### config.mk
export PLATFORM = sky130hd
export DESIGN_NAME = pf_stride_monitor
export DESIGN_NICKNAME = d
export VERILOG_FILES = /design/src/rtl/pf_stride_monitor.sv
export SDC_FILE = /design/constraint.sdc
export NUM_CORES = 2
export LEC_CHECK = 0
export CAP_MARGIN = 20
export CORE_ASPECT_RATIO = 1.1
export CORE_MARGIN = 4
export CORE_UTILIZATION = 51
export DETAILED_ROUTE_END_ITERATION = 16
export PLACE_DENSITY = 0.78
export SLEW_MARGIN = 20
export SYNTH_ARGS = -nofsm -noshare
export SYNTH_HDL_FRONTEND = slang
export SYNTH_SLANG_ARGS = --single-unit
### constraint.sdc
create_clock -name clk -period 9.93 [get_ports clk]
set_input_delay 2.4825 -clock clk [delete_from_list [all_inputs] [get_ports clk]]
set_output_delay 2.4825 -clock clk [all_outputs]
set_load 0.01 [all_outputs]
### src/rtl/pf_stride_monitor.sv
// pf_stride_monitor: per-PC stride detector that turns confident miss
// streams into page-bounded prefetch line addresses behind a small FIFO.
module pf_stride_monitor #(
    parameter int NCH     = 2,
    parameter int LAW     = 33,
    parameter int PCW     = 12,
    parameter int NENT    = 8,
    parameter int CONFW   = 2,
    parameter int CONF_TH = 2,
    parameter int DEG     = 2,
    parameter int PGB     = 6,
    parameter int QDEPTH  = 4
) (
    input  logic               clk,
    input  logic               reset,
    input  logic               enable,
    input  logic               flush,
    input  logic [NCH-1:0]     mon_valid,
    input  logic [NCH*PCW-1:0] mon_pc,
    input  logic [NCH*LAW-1:0] mon_laddr,
    output logic               pf_valid,
    output logic [LAW-1:0]     pf_laddr,
    input  logic               pf_ready,
    output logic [15:0]        stat_issued,
    output logic [15:0]        stat_dropped
);

    localparam int CHW = (NCH > 1) ? $clog2(NCH) : 1;
    localparam int CXW = CHW + 1;
    localparam int CNW = $clog2(NCH + 1);
    localparam int ENW = (NENT > 1) ? $clog2(NENT) : 1;
    localparam int QW  = (QDEPTH > 1) ? $clog2(QDEPTH) : 1;
    localparam int CTW = QW + 1;
    localparam int PGW = LAW - PGB;
    localparam logic [CONFW-1:0] CMAX = '1;

    typedef enum logic {IDLE, GEN} state_t;

    logic run;
    assign run = enable && !flush;

    logic [CHW-1:0] arb_q;
    logic [CHW-1:0] win;
    logic [CXW-1:0] ix;
    logic [CNW-1:0] nval;
    logic [CNW-1:0] lose;
    logic           found;
    logic           s1_v_q;
    logic [PCW-1:0] s1_pc_q;
    logic [LAW-1:0] s1_la_q;

    always_comb begin
        found = 1'b0;
        win   = '0;
        nval  = '0;
        ix    = '0;
        for (int j = 0; j < NCH; j++) begin
            nval = nval + CNW'(mon_valid[j]);
            ix   = CXW'(arb_q) + CXW'(j);
            if (ix >= CXW'(NCH)) ix = ix - CXW'(NCH);
            if (!found && mon_valid[ix[CHW-1:0]]) begin
                found = 1'b1;
                win   = ix[CHW-1:0];
            end
        end
    end

    assign lose = (run && found) ? nval - CNW'(1) : '0;

    // The pointer only rotates under contention so a lone channel keeps priority.
    always_ff @(posedge clk or negedge reset) begin
        if (!reset) begin
            arb_q   <= '0;
            s1_v_q  <= 1'b0;
            s1_pc_q <= '0;
            s1_la_q <= '0;
        end else begin
            s1_v_q <= run && found;
            if (run && found) begin
                s1_pc_q <= mon_pc[int'(win)*PCW +: PCW];
                s1_la_q <= mon_laddr[int'(win)*LAW +: LAW];
            end
            if (run && nval > CNW'(1))
                arb_q <= (win == CHW'(NCH - 1)) ? '0 : win + CHW'(1);
        end
    end

    logic [NENT-1:0]  tv_q;
    logic [PCW-1:0]   tpc_q   [NENT];
    logic [LAW-1:0]   tlast_q [NENT];
    logic [LAW-1:0]   tstr_q  [NENT];
    logic [CONFW-1:0] tconf_q [NENT];
    logic [ENW-1:0]   vic_q;
    logic             hit, free, same, upd, trig;
    logic [ENW-1:0]   hidx, fidx, aidx;
    logic [LAW-1:0]   stride;
    logic [CONFW-1:0] nconf;

    always_comb begin
        hit  = 1'b0;
        free = 1'b0;
        hidx = '0;
        fidx = '0;
        for (int e = 0; e < NENT; e++) begin
            if (!hit && tv_q[e] && tpc_q[e] == s1_pc_q) begin
                hit  = 1'b1;
                hidx = ENW'(e);
            end
            if (!free && !tv_q[e]) begin
                free = 1'b1;
                fidx = ENW'(e);
            end
        end
        aidx   = hit ? hidx : (free ? fidx : vic_q);
        stride = s1_la_q - tlast_q[hidx];
        same   = hit && (stride == tstr_q[hidx]) && (stride != '0);
        nconf  = '0;
        if (same)
            nconf = (tconf_q[hidx] == CMAX) ? CMAX : tconf_q[hidx] + CONFW'(1);
        upd  = s1_v_q && run;
        trig = upd && (int'(nconf) >= CONF_TH);
    end

    always_ff @(posedge clk or negedge reset) begin
        if (!reset) begin
            tv_q  <= '0;
            vic_q <= '0;
            for (int e = 0; e < NENT; e++) begin
                tpc_q[e]   <= '0;
                tlast_q[e] <= '0;
                tstr_q[e]  <= '0;
                tconf_q[e] <= '0;
            end
        end else if (flush) begin
            tv_q  <= '0;
            vic_q <= '0;
        end else if (upd) begin
            tv_q[aidx]    <= 1'b1;
            tpc_q[aidx]   <= s1_pc_q;
            tlast_q[aidx] <= s1_la_q;
            tstr_q[aidx]  <= hit ? stride : '0;
            tconf_q[aidx] <= nconf;
            if (!hit && !free)
                vic_q <= (vic_q == ENW'(NENT - 1)) ? '0 : vic_q + ENW'(1);
        end
    end

    state_t         st_q;
    logic [PGW-1:0] bpg_q;
    logic [LAW-1:0] str_q;
    logic [LAW-1:0] cand_q;
    logic [2:0]     k_q;
    logic           gen, xcross, dup, cok, push, cdrop;
    logic [LAW-1:0] lp_q;
    logic           lp_v_q;
    logic           full, pop;

    assign gen    = (st_q == GEN) && run;
    assign xcross = cand_q[LAW-1:PGB] != bpg_q;
    assign dup    = lp_v_q && (cand_q == lp_q);
    assign cok    = gen && !xcross && !dup;
    assign push   = cok && !full;
    assign cdrop  = cok && full;

    // cand_q walks base+k*stride by accumulation; a trigger always wins.
    always_ff @(posedge clk or negedge reset) begin
        if (!reset) begin
            st_q   <= IDLE;
            bpg_q  <= '0;
            str_q  <= '0;
            cand_q <= '0;
            k_q    <= '0;
        end else if (!run) begin
            st_q <= IDLE;
        end else if (trig) begin
            st_q   <= GEN;
            bpg_q  <= s1_la_q[LAW-1:PGB];
            str_q  <= stride;
            cand_q <= s1_la_q + stride;
            k_q    <= 3'd1;
        end else if (st_q == GEN) begin
            if (xcross || k_q == 3'(DEG)) begin
                st_q <= IDLE;
            end else begin
                k_q    <= k_q + 3'd1;
                cand_q <= cand_q + str_q;
            end
        end
    end

    logic [LAW-1:0] mem_q [QDEPTH];
    logic [QW-1:0]  wr_q, rd_q;
    logic [CTW-1:0] cnt_q;
    logic [15:0]    iss_q, drp_q;
    logic [16:0]    dsum;

    assign full     = cnt_q == CTW'(QDEPTH);
    assign pf_valid = cnt_q != '0;
    assign pf_laddr = mem_q[rd_q];
    assign pop      = pf_valid && pf_ready;
    assign dsum     = {1'b0, drp_q} + 17'(lose) + 17'(cdrop);

    always_ff @(posedge clk or negedge reset) begin
        if (!reset) begin
            for (int q = 0; q < QDEPTH; q++) mem_q[q] <= '0;
            wr_q   <= '0;
            rd_q   <= '0;
            cnt_q  <= '0;
            lp_q   <= '0;
            lp_v_q <= 1'b0;
            iss_q  <= '0;
            drp_q  <= '0;
        end else begin
            if (pop && iss_q != 16'hFFFF) iss_q <= iss_q + 16'd1;
            drp_q <= dsum[16] ? 16'hFFFF : dsum[15:0];
            if (flush) begin
                wr_q   <= '0;
                rd_q   <= '0;
                cnt_q  <= '0;
                lp_v_q <= 1'b0;
            end else begin
                if (push) begin
                    mem_q[wr_q] <= cand_q;
                    wr_q        <= wr_q + QW'(1);
                    lp_q        <= cand_q;
                    lp_v_q      <= 1'b1;
                end
                if (pop) rd_q <= rd_q + QW'(1);
                cnt_q <= cnt_q + CTW'(push) - CTW'(pop);
            end
        end
    end

    assign stat_issued  = iss_q;
    assign stat_dropped = drp_q;

endmodule

==> results.ini <==
[clocking]
insertion_delay_ps=690
clkSlewWorstSetupHoldPaths_ps=60
cts_buffers=103
clk_path_buf_depth=3
h-tree-depth=3
clockRootBuffer=clkbuf_16
cts_tree=done
cts_sinks=1000

[logic_synthesis]
ys_warn_count=0
synth_top_cell_area_share_pct=49.1
ys_ff_latch=1000
ys_seq_area_share_pct=49.1
syn_area_um2=50900
synth-edff-count=0
yosysUniqueCellTypes=90
avgSynthCellArea_um2=10.4
ys_top_cells_by_area=dfrtp_1, mux2_2, nand2_1
async_flop_share_pct=100
postSynthCellCount=4911
synth_ff_type=dfrtp_1
syn-num-nets=5125
yosysTopAreaCell=dfrtp_1

[worst_setup_path]
end_kind=register
r2r_slack_ps=660
r2r-end=cand_q[29]
cp_max_fo=41
reg2reg_depth=34
startpoint_type=register
crit_slowest_cell=dfrtp_1
path_class=reg2reg
critPathArrivalTime_ps=9820
cp_common_cell=o21ai_0
path_buf_inv=0
crit_family=compound AO/OA/AOI/OAI gates
worstReg2RegStart=s1_pc_q[10]
required_ps=10480
max_stage_delay_ps=800

[timing]
rsz0062_at_grt=false
timing.final.setup_violations=0
drv_slew=0
skew_ps=22.8
max_clock_freq_ghz=0.108
hold_ws_ps=474
worst_pin_slew_ps=1180
min_period_ps=9270
fin_tns_setup_ps=0
slew_headroom_pct=21.1
fin_crit_sh_pct=93.4
finalHoldViolations=0

[final_layout]
final_cell_mix=dfrtp_1, nand2_1, mux2_2
drive_gt1_share_pct=17.3
mostFrequentLayoutCell=dfrtp_1
final_nets=5144
fin_area_um2=57100
finalNonFillerCells=6310
syn2layout_area_growth_pct=12.2

[global_routing]
antenna_found_initial=0
grt_max_degree=159
grt.total_usage_pct=25.8
grt.overflow.total=0
grt_pass1_vias=38182
grt_pass1_wl_um=215000

[hold_path]
worstHoldEndpoint=mem_q[123]
min_path_type=reg2reg
min_path_cells=2
hp-start=mem_q[123]

[route]
initialDrtViolationCount=3489
first_pass_iters=8
drc_errors=0
via_per_inst=5.99
postRouteAntennaNets=0
drt-total-wl_um=136000
vias=37827
wl_per_cell_um=21.6

[flow_run]
drv_cap=0

[floorplanning]
start_util_pct=51.4
rows=121
die_y_um=339
fp.dieW_um=309
core-area_um2=99000
dieArea_um2=105000
io_pins=163

[place]
dp_hpwl_um=88800
placed_cells=6116
routabilityCongestion=0.928
placed_area_um2=53500
port-buffer-count=162

[power]
ir_drop_mv=0.146
leakagePower_nw=26.6
power_density_nw_per_um2=218

[outcome]
status=completed

## synth_stat cells (all sizes together) (11+ instances only)
library cell and n:
dfrtp 1000, nand2 910, mux2 535, o21ai 398
clkbuf 243, a21oi 187, xnor2 182, mux2i 174
nor2 166, nand3 143, ha 111, xor2 109
and3 94, buf 86, inv 74, a31oi 59
nand4 37, a21o 35, nand2b 35, nor3 35
mux4 33, nor4 28, nor2b 27, a211oi 18
o21a 17, o22ai 15, and2 11, o21bai 11
or4 11
## worst max path at each step
stage	startpoint	to	slack, ps	depth (start not counted)
2_1_floorplan	s1_pc_q[3]	cand_q[29]	800	42
3_3_place_gp	s1_pc_q[3]	cand_q[29]	930	35
3_5_place_dp	s1_pc_q[11]	cand_q[29]	820	34
4_1_cts	s1_pc_q[11]	cand_q[29]	780	34
5_1_grt	s1_pc_q[10]	cand_q[29]	40	34
6_report	s1_pc_q[10]	cand_q[29]	660	34
## layout make-up
| cell class | instances | area [µm²] |
|---|---|---|
| diodes | 1 | 2.50 |
| flip-flops and latches | 1000 | 25000 |
| inverters | 75 | 282 |
| clock buffers | 153 | 3090 |
| fillers | 8131 | 41900 |
| well taps | 1291 | 1620 |
| clock inverters | 40 | 502 |
| multi-input cells | 3507 | 24300 |
| repair buffers | 243 | 2310 |
## state kept, by name, indices dropped and copies added (netlist names)
signal,flops
arb_q,1
bpg_q,27
cand_q,33
cnt_q,3
k_q,3
lp_q,33
lp_v_q,1
mem_q,132
rd_q,2
s1_la_q,33
s1_pc_q,12
s1_v_q,1
st_q,1
stat_dropped,16
stat_issued,16
str_q,33
tconf_q,16
tlast_q,264
tpc_q,96
tstr_q,264
tv_q,8
vic_q,3
wr_q,2
## what timing repair did
action                                 CTS  global route
gates resized for setup                  0             1
endpoints found under the hold margin    0             0
setup buffers                            0             0
setup endpoints to repair                0             1
hold buffers                             0             0
## stage by stage
stage	setup slack (ps)	util (%)	power, mW
CTS	779	57.7	12.4
detailed placement	824	54.1	8.35
finish	657	57.7	12.5
floorplan	804	-	6.89
global route	42.8	57.7	13.0
global placement	933	54.1	8.28
## worst reg2reg max path, delay by kind of cell, from the launching register on
kind,cells,cell delay (ps)
XOR/XNOR,2,320
AND/OR/NAND/NOR,12,3020
adder cells (fa/ha/maj),2,670
flip-flops,1,800
AO/OA/AOI/OAI,17,4240
multiplexers,1,90
## cells by family after synthesis
group,share of synthesized area (%)
xor+xnor,5.06
buf+inv,3.45
simple gates,13.5
fa+ha+maj,2.96
compound gates,9.20
mux,16.7
flops,49.1
## metal layers
layer  routed length (µm)  GRT usage, %  share of wire (%)
met5                    0             0                  0
met4                 6090          11.2                4.5
met3                10000          4.62                7.3
met2                64300          41.9                 47
met1                55800          34.1                 41
## where the power goes
group | total [mW] | internal [mW] | switching (mW) | leakage [nW]
registers | 4.50 | 4.24 | 0.265 | 13.7
logic | 3.89 | 1.51 | 2.38 | 11.2
clock network | 4.05 | 2.39 | 1.66 | 1.77
total | 12.5 | 8.14 | 4.31 | 26.6
(Power assumes the default switching activity.)
